### src/rtl/tlc_monitor.sv
// tlc_monitor: safety/conflict monitor on the nine lamp outputs of the traffic light controller.
// Optional build macro FAULT_CLR_EN adds a fault_clr input that returns FAULT to MONITOR.
module tlc_monitor #(
  parameter int MIN_YEL   = 3,
  parameter int MAX_STUCK = 256,
  parameter int FLASH_DIV = 4,
  parameter int CNT_W     = 16
) (
  input  logic             clk,
  input  logic             reset,
  input  logic             R0G,
  input  logic             R0Y,
  input  logic             R0R,
  input  logic             R1G,
  input  logic             R1Y,
  input  logic             R1R,
  input  logic             CG,
  input  logic             CY,
  input  logic             CR,
`ifdef FAULT_CLR_EN
  input  logic             fault_clr,
`endif
  output logic             fault,
  output logic [2:0]       fault_code,
  output logic             flash,
  output logic [CNT_W-1:0] cycle_cnt
);

  localparam int YC_W  = $clog2(MIN_YEL + 1);
  localparam int ST_W  = $clog2(MAX_STUCK + 1);
  localparam int DIV_W = (FLASH_DIV > 1) ? $clog2(FLASH_DIV) : 1;

  localparam logic [2:0] LAMP_G = 3'b100;
  localparam logic [2:0] LAMP_Y = 3'b010;
  localparam logic [2:0] LAMP_R = 3'b001;

  typedef enum logic {MONITOR = 1'b0, FAULT = 1'b1} state_t;
  typedef enum logic [2:0] {
    FC_NONE      = 3'd0,
    FC_CONFLICT  = 3'd1,
    FC_LAMP      = 3'd2,
    FC_SEQ       = 3'd3,
    FC_YEL_SHORT = 3'd4,
    FC_STUCK     = 3'd5
  } fcode_t;

  state_t               r_state, w_state_nxt;
  logic [2:0][2:0]      w_cur, r_prev;       // index 0 = R0, 1 = R1, 2 = C; bits {G,Y,R}
  logic [2:0][YC_W-1:0] r_ycnt;
  logic [ST_W-1:0]      r_stuck, w_stuck_nxt;
  logic [DIV_W-1:0]     r_div;
  logic [2:0]           r_code;
  logic                 r_flash;
  logic [CNT_W-1:0]     r_cnt;
  fcode_t               w_code;
  logic [1:0]           w_nonred;
  logic                 w_conflict, w_lamp, w_seq, w_yshort, w_stuck, w_same;

  function automatic logic is_onehot(input logic [2:0] v);
    return (v == LAMP_G) || (v == LAMP_Y) || (v == LAMP_R);
  endfunction

  assign w_cur       = {{CG, CY, CR}, {R1G, R1Y, R1R}, {R0G, R0Y, R0R}};
  assign w_same      = (w_cur == r_prev);
  assign w_stuck_nxt = w_same ? r_stuck + 1'b1 : '0;
  assign w_stuck     = w_same && (r_stuck == ST_W'(MAX_STUCK - 1));
  assign w_conflict  = (w_nonred > 2'd1);

  // Exact-value compares make the SEQ/YEL_SHORT checks ignore non-one-hot samples.
  always_comb begin
    // NOTE: every output of a combinational block gets a default first so no path infers a latch.
    w_nonred = '0;
    w_lamp   = 1'b0;
    w_seq    = 1'b0;
    w_yshort = 1'b0;
    for (int h = 0; h < 3; h++) begin
      w_nonred = w_nonred + {1'b0, w_cur[h][2] | w_cur[h][1]};
      if (!is_onehot(w_cur[h])) w_lamp = 1'b1;
      if ((r_prev[h] == LAMP_G && w_cur[h] == LAMP_R) ||
          (r_prev[h] == LAMP_Y && w_cur[h] == LAMP_G) ||
          (r_prev[h] == LAMP_R && w_cur[h] == LAMP_Y)) w_seq = 1'b1;
      if (r_prev[h] == LAMP_Y && w_cur[h] == LAMP_R && r_ycnt[h] < YC_W'(MIN_YEL))
        w_yshort = 1'b1;
    end
  end

  always_comb begin
    if (w_conflict)    w_code = FC_CONFLICT;
    else if (w_lamp)   w_code = FC_LAMP;
    else if (w_seq)    w_code = FC_SEQ;
    else if (w_yshort) w_code = FC_YEL_SHORT;
    else if (w_stuck)  w_code = FC_STUCK;
    else               w_code = FC_NONE;
  end

  always_comb begin
    w_state_nxt = r_state;
    unique case (r_state)
      MONITOR: if (w_code != FC_NONE) w_state_nxt = FAULT;
      FAULT: begin
`ifdef FAULT_CLR_EN
        if (fault_clr) w_state_nxt = MONITOR;
`endif
      end
    endcase
  end

  // NOTE: sequential state uses non-blocking assignments so every register sees pre-edge values.
  always_ff @(posedge clk or posedge reset) begin
    if (reset) r_state <= MONITOR;
    else       r_state <= w_state_nxt;
  end

  always_ff @(posedge clk or posedge reset) begin
    if (reset) begin
      r_prev  <= {LAMP_R, LAMP_R, LAMP_R};
      r_ycnt  <= '0;
      r_stuck <= '0;
      r_div   <= '0;
      r_code  <= '0;
      r_flash <= 1'b0;
      r_cnt   <= '0;
    end else if (r_state == MONITOR) begin
      r_prev  <= w_cur;
      r_stuck <= w_stuck_nxt;
      r_code  <= w_code;  // zero unless a violation is latched on this edge
      for (int h = 0; h < 3; h++) begin
        if (w_cur[h] != LAMP_Y)                  r_ycnt[h] <= '0;
        else if (r_ycnt[h] != YC_W'(MIN_YEL))    r_ycnt[h] <= r_ycnt[h] + 1'b1;
      end
      if (r_prev[0] == LAMP_R && w_cur[0] == LAMP_G) r_cnt <= r_cnt + 1'b1;
    end else begin
`ifdef FAULT_CLR_EN
      if (fault_clr) begin
        r_prev  <= w_cur;
        r_ycnt  <= '0;
        r_stuck <= '0;
        r_div   <= '0;
        r_code  <= '0;
        r_flash <= 1'b0;
      end else begin
`else
      begin
`endif
        if (r_div == DIV_W'(FLASH_DIV - 1)) begin
          r_div   <= '0;
          r_flash <= ~r_flash;
        end else begin
          r_div <= r_div + 1'b1;
        end
      end
    end
  end

  assign fault      = (r_state == FAULT);
  assign fault_code = r_code;
  assign flash      = r_flash;
  assign cycle_cnt  = r_cnt;

endmodule

### config.mk
export PLATFORM = sky130hd
export DESIGN_NAME = tlc_monitor
export DESIGN_NICKNAME = d
export VERILOG_FILES = /design/src/rtl/tlc_monitor.sv
export SDC_FILE = /design/constraint.sdc
export NUM_CORES = 1
export LEC_CHECK = 0
export BUFFER_PORTS_ARGS = -buffer_cell sky130_fd_sc_hd__buf_4
export CAP_MARGIN = 20
export CORE_MARGIN = 2
export CORE_UTILIZATION = 52
export CTS_BUF_LIST = sky130_fd_sc_hd__clkbuf_16
export CTS_CLUSTER_DIAMETER = 150
export DETAILED_ROUTE_END_ITERATION = 10
export PLACE_DENSITY = 0.76
export SYNTH_ARGS = -nofsm -noshare
export SYNTH_HDL_FRONTEND = slang
export SYNTH_SLANG_ARGS = --single-unit
### constraint.sdc
create_clock -name clk -period 1.88 [get_ports clk]
set_input_delay 0.094 -clock clk [delete_from_list [all_inputs] [get_ports clk]]
set_output_delay 0.094 -clock clk [all_outputs]
set_load 0.1 [all_outputs]
* Word-level counts from Yosys, hierarchy flattened *
Cells that the tools add are included.

storage, ports and cells
  bits in registers = 47
  input bits = 11
  output and inout port bits = 21
  word-level logic and storage cells = 118

operators by class
  add/subtract/negate cells = 8
  $lt $le $gt $ge = 4
  equal/unequal tests = 27
  muxes and demuxes = 24
  bitwise gates (word level) = 5
  reduce and logical (&&, ||, !) cells = 38

operators with widths
  kind                                                    number
  equality test 3 x 1 -> 1 bit (second input constant)    6
  equality test 3 x 2 -> 1 bit (second input constant)    6
  equality test 3 bit (second input constant)             6
  logical AND 1 bit                                       17
  adder 16 x 1 -> 16 bit (second input constant)          1
  2-to-1 mux 3 bit                                        5
  2-to-1 mux 2 bit                                        7
  logical OR 1 bit                                        12
  2-to-1 mux 1 bit                                        11
  AND reduction 2 bit                                     5
  adder 9 x 1 -> 9 bit (second input constant)            1
  equality test 9 x 8 -> 1 bit (second input constant)    1
  equality test 9 bit                                     1
  2-to-1 mux 9 bit                                        1
  inequality test 3 x 2 -> 1 bit (second input constant)  3
  adder 2 x 1 -> 2 bit (second input constant)            4
  less-than comparator 2 bit (second input constant)      3
  inequality test 2 bit (second input constant)           3
  nonzero test 2 bit                                      3
  OR 1 bit                                                3
  nonzero test 3 bit                                      1
  adder 1 x 1 -> 2 bit                                    1
  adder 2 x 1 -> 2 bit                                    1
  equality test 2 bit (second input constant)             1
  2 further kinds                                         3

* Longest topological paths before layout *
  word-level depth = 13
  gate-level depth with buffers = 8
  mapped depth without buffers = 7

* Worst setup path before layout *
OpenSTA, ideal clock, no wires.

  path kind = reg-to-reg
  from = register r_cnt[3], in the netlist cycle_cnt[3]
  to = register r_cnt[15], in the netlist cycle_cnt[15]
  library setup time = 0.161 ns
  data arrival time = 1.992 ns
  data required time = 1.719 ns
  path slack = -0.273 ns
  stages on the path, launching flop included = 6
  buffers on the path = 0
  clock period less this slack = 2.153 ns
  cells stage by stage = dfrtp_1 inv_1 nor4_4 nand4_4 nor3_2 xor2_1

between the ends
  cells in the longest elaborated chain, start to end = 1

RTL lines
  element                   line  text
  start: declaration        54    logic [CNT_W-1:0] r_cnt;
  start signal: assignment  131   if (r_prev[0] == LAMP_R && w_cur[0] == LAMP_G) r_cnt <= r_cnt + 1'b1;
  adder 16 x 1 -> 16 bit    131

No other way between the ends.
A chain may end at the register's enable or synchronous reset.

* Worst setup path after layout *
  from = register r_prev[2] (netlist bit)
  to = register r_cnt[15], in the netlist cycle_cnt[15]

between the ends
  cells in the longest elaborated chain, start to end = 3

RTL lines
  element                        line  text
  start: declaration             48    logic [2:0][2:0] w_cur, r_prev;
  start signal: assignment       116   r_prev <= {LAMP_R, LAMP_R, LAMP_R};
  start signal: assignment       124   r_prev <= w_cur;
  equality test 3 x 1 -> 1 bit   131
  logical AND 1 bit              131
  AND reduction 2 bit (no line)  --

No other way between the ends.

==> metrics.txt <==
# TYPE chip_impl_metric gauge
chip_impl_metric{name="nNetsFinal",unit=""} 307
chip_impl_metric{name="yosysUniqueCellTypes",unit=""} 45
chip_impl_metric{name="total_power",unit="W"} 0.002374
chip_impl_metric{name="cts_max_level",unit=""} 2
chip_impl_metric{name="yosys.area_share.xor_xnor",unit=""} 0.1120
chip_impl_metric{name="critical_path.max_stage_delay",unit="ns"} 0.54
chip_impl_metric{name="placement_rows",unit=""} 25
chip_impl_metric{name="clock-skew-final",unit="ns"} 0.005217
chip_impl_metric{name="die-area",unit="um2"} 5544
chip_impl_metric{name="placed_cell_area",unit="um2"} 2920
chip_impl_info{name="slowest_stage",value="sky130_fd_sc_hd__or4_4"} 1
chip_impl_info{name="crit_path_start_kind",value="register"} 1
chip_impl_metric{name="final_hpwl_dp",unit="mm"} 3.391
chip_impl_metric{name="synth.net_count",unit=""} 268
chip_impl_metric{name="final_period_minus_worst_setup_slack",unit="ns"} 1.890
chip_impl_metric{name="timing.slew.headroom",unit=""} 0.6209
chip_impl_metric{name="timing_hold_violations_final",unit=""} 0
chip_impl_metric{name="synth_compound_area_frac",unit=""} 0.05187
chip_impl_metric{name="synth_simple_gate_area_frac",unit=""} 0.2365
chip_impl_info{name="outcome",value="complete, but fails checks"} 1
chip_impl_metric{name="cp.required",unit="ns"} 2.09
chip_impl_metric{name="routed-via-count",unit=""} 1900
chip_impl_metric{name="core_area",unit="um2"} 4755
chip_impl_metric{name="routed_wl",unit="mm"} 4.783
chip_impl_metric{name="gp_routability_congestion",unit=""} 0.7878
chip_impl_info{name="rsz_0062_raised_after_global_routing",value="yes"} 1
chip_impl_metric{name="worst_slack",unit="ns"} -0.01011
chip_impl_metric{name="start_util",unit=""} 0.5429
chip_impl_metric{name="maximum_number_of_pins_on_one_net_before_global_route_repair",unit=""} 34
chip_impl_metric{name="yosysSeqAreaShare",unit=""} 0.4571
chip_impl_metric{name="insertion_delay",unit="ns"} 0.28
chip_impl_metric{name="timing.reg2reg.setup_slack",unit="ns"} -0.01
chip_impl_metric{name="clk_pin_slew_worst_paths",unit="ns"} 0.06
chip_impl_info{name="tritoncts",value="built"} 1
chip_impl_metric{name="timing.critical_path.fanout_max",unit=""} 6
chip_impl_metric{name="port-buffer-count",unit=""} 31
chip_impl_metric{name="die-width",unit="um"} 74.46
chip_impl_info{name="setup.worst_path.end_class",value="register"} 1
chip_impl_metric{name="clkSinkCount",unit=""} 47
chip_impl_metric{name="worst-r2r-cell-count",unit=""} 6
chip_impl_metric{name="post-route-drc-count",unit=""} 0
chip_impl_info{name="final_common_cell",value="sky130_fd_sc_hd__buf_4"} 1
chip_impl_metric{name="first_pass_iters",unit=""} 4
chip_impl_metric{name="max_clock_freq",unit="MHz"} 529.1
chip_impl_info{name="setup.worst_path.class",value="reg2reg"} 1
chip_impl_metric{name="yosys_warnings",unit=""} 0
chip_impl_metric{name="setup-violations-final",unit=""} 1
chip_impl_metric{name="mean_instance_size_in_the_synthesized_netlist",unit="um2"} 10.37
chip_impl_metric{name="grt_antenna_before_repair",unit=""} 0
chip_impl_metric{name="muxShareOfSynthArea",unit=""} 0.06786
chip_impl_metric{name="antenna_violating_nets_post_route",unit=""} 0
chip_impl_metric{name="worst-path-buf-inv",unit=""} 1
chip_impl_info{name="violations",value="negative setup slack"} 1
chip_impl_metric{name="numCtsBuffers",unit=""} 5
chip_impl_metric{name="worst-slew-pin-transition",unit="ns"} 0.5634
chip_impl_metric{name="antenna_cells_inserted",unit=""} 0
chip_impl_info{name="class_of_the_most_critical_hold_timing_path",value="in2reg"} 1
chip_impl_metric{name="power.ir.vdd_worst",unit="mV"} 0.5242
chip_impl_metric{name="postLayoutCellArea",unit="um2"} 3152
chip_impl_metric{name="grt_first_pass_wirelength",unit="mm"} 8.169
chip_impl_metric{name="pwr_density_cell",unit="nW/um2"} 753.2
chip_impl_info{name="path_delay_family",value="simple AND/OR/NAND/NOR gates"} 1
chip_impl_metric{name="maxSlewViolCount",unit=""} 0
chip_impl_metric{name="areaGrowthSynthToFinish",unit="%"} 22.10
chip_impl_metric{name="cp_num_cells",unit=""} 6
chip_impl_metric{name="power.leakage",unit="nW"} 1.478
chip_impl_metric{name="syn_area",unit="um2"} 2581
chip_impl_metric{name="drt_iter0_markers",unit=""} 110
chip_impl_metric{name="die_height",unit="um"} 74.46
chip_impl_metric{name="synth-async-reset-ratio",unit=""} 1.000
chip_impl_metric{name="io-pin-count",unit=""} 32
chip_impl_metric{name="globalRouteTotalUtil",unit=""} 0.1899
chip_impl_info{name="crit_path_cell_trace",value="or4_4 > nor4_4 > buf_4 > nand4_4 > nor3_2 > xor2_1"} 1
chip_impl_info{name="synth_flop_cell",value="sky130_fd_sc_hd__dfrtp_1"} 1
chip_impl_metric{name="synth_adder_area_share",unit=""} 0.03878
chip_impl_metric{name="per_cell_routed_wire_length",unit="um"} 13.44
chip_impl_info{name="root_buffer",value="sky130_fd_sc_hd__clkbuf_16"} 1
chip_impl_info{name="commonest_non_fill_non_tap_cells_in_the_layout",value="sky130_fd_sc_hd__buf_4, sky130_fd_sc_hd__dfrtp_1, sky130_fd_sc_hd__nor2_1"} 1
chip_impl_info{name="synth_top_family_by_area",value="simple AND/OR/NAND/NOR gates"} 1
chip_impl_metric{name="final_layout_size_suffix_gt1_frac",unit=""} 0.2976
chip_impl_metric{name="worst-endpoint-arrival",unit="ns"} 2.10
chip_impl_info{name="r2r_end",value="cycle_cnt[15]$_DFFE_PP0P_"} 1
chip_impl_metric{name="finalCritPeriodShare",unit=""} 1.005
chip_impl_metric{name="max_cap_viol_count",unit=""} 0
chip_impl_metric{name="grt_pass1_vias",unit=""} 1734
chip_impl_metric{name="detail_route.vias_per_cell",unit=""} 5.337
chip_impl_info{name="start_point_of_the_critical_path",value="r_prev[2]$_DFFE_PP0N_"} 1
chip_impl_info{name="regToRegStartpoint",value="r_prev[2]$_DFFE_PP0N_"} 1
chip_impl_metric{name="max-clock-path-buffers",unit=""} 2
chip_impl_metric{name="edff_count_synth",unit=""} 0
chip_impl_metric{name="synthCells",unit=""} 249
chip_impl_metric{name="postSynthRegisterBits",unit=""} 47
chip_impl_metric{name="grt_overflow",unit=""} 0
chip_impl_info{name="setup.worst_path.end",value="cycle_cnt[15]$_DFFE_PP0P_"} 1
==> worst min-delay path by stage <==
stage,startpoint,endpoint,slack [ns],depth (start not counted)
floorplan,R0R,r_prev[0]$_DFFE_PP1N_,0.25,1
global placement,reset,flash$_DFFE_PP0P_,0.16,2
detailed placement,reset,flash$_DFFE_PP0P_,0.16,2
CTS,R1R,r_prev[3]$_DFFE_PP1N_,0.11,2
global route,R1R,r_prev[3]$_DFFE_PP1N_,0.11,2
finish,R1R,r_prev[3]$_DFFE_PP1N_,0.11,2
==> Yosys cell counts, types with 5 or more instances <==
master	count	area share
sky130_fd_sc_hd__mux2_2	12	0.052
sky130_fd_sc_hd__xor2_1	21	0.071
sky130_fd_sc_hd__nor2_1	31	0.045
sky130_fd_sc_hd__nor4bb_1	5	0.019
sky130_fd_sc_hd__xnor2_1	12	0.041
sky130_fd_sc_hd__ha_1	8	0.039
sky130_fd_sc_hd__o21ai_0	9	0.017
sky130_fd_sc_hd__dfrtp_1	44	0.43
sky130_fd_sc_hd__nand3_1	10	0.019
sky130_fd_sc_hd__nand2b_1	6	0.015
sky130_fd_sc_hd__inv_1	11	0.016
sky130_fd_sc_hd__nand2_1	15	0.022
==> report_power, final <==
| part | switching (W) | internal (W) | total, W |
|---|---|---|---|
| Clock | 0.000360 | 0.000618 | 0.000977 |
| Combinational | 0.000215 | 0.000108 | 0.000323 |
| Sequential | 0.0000274 | 0.00105 | 0.00107 |
==> metal layers <==
layer,vias up,track usage,part of all wire
li1,944,-,-
met3,6,0.03659,0.027
met2,30,0.2940,0.47
met4,0,0.05952,0.013
met5,-,0,0
met1,920,0.2710,0.49
==> metrics by stage <==
step	worst slack, ns	setup TNS, ns	std cells	hold slack [ns]	util
floorplan	-0.006569	-0.006569	249	0.2451	-
global placement	0.05027	0	342	0.1597	0.6142
detailed placement	0.009037	0	342	0.1623	0.6142
CTS	-0.007882	-0.007882	351	0.1052	0.6505
global route	-0.1356	-0.4520	356	0.1110	0.6629
finish	-0.01011	-0.01011	356	0.1088	0.6629
==> sequential cells by signal (all words and copies together), names as in the netlist <==
name / flops
cycle_cnt: 16
fault: 1
fault_code: 3
flash: 1
r_div: 2
r_prev: 9
r_stuck: 9
r_ycnt: 6
==> final cells by class <==
type / instances / area (um2)
fill: 399 / 1603
sequential: 47 / 1191
clock inverter: 3 / 37.54
clock buffer: 5 / 125.1
multi-input combinational: 181 / 1330
tap: 67 / 83.83
inverter: 11 / 41.29
timing repair buffer: 42 / 342.8
==> cells by family (layout without fill, tap and decap cells) <==
logic type,Yosys count,after routing
buffers and inverters,21,61
adder cells (fa/ha/maj),8,8
AO/OA/AOI/OAI,22,22
AND/OR/NAND/NOR,102,102
XOR/XNOR,33,33
multiplexers,16,16
flip-flops,47,47
==> repair_timing <==
| action | CTS | global route |
|---|---|---|
| endpoints found under the hold margin | 20 | 0 |
| setup buffers | 0 | 5 |
| resized for setup | 0 | 5 |
| endpoints found under the setup margin | 1 | 16 |
| hold buffers | 1 | 0 |
No activity file was read; power rests on OpenSTA's default activity.
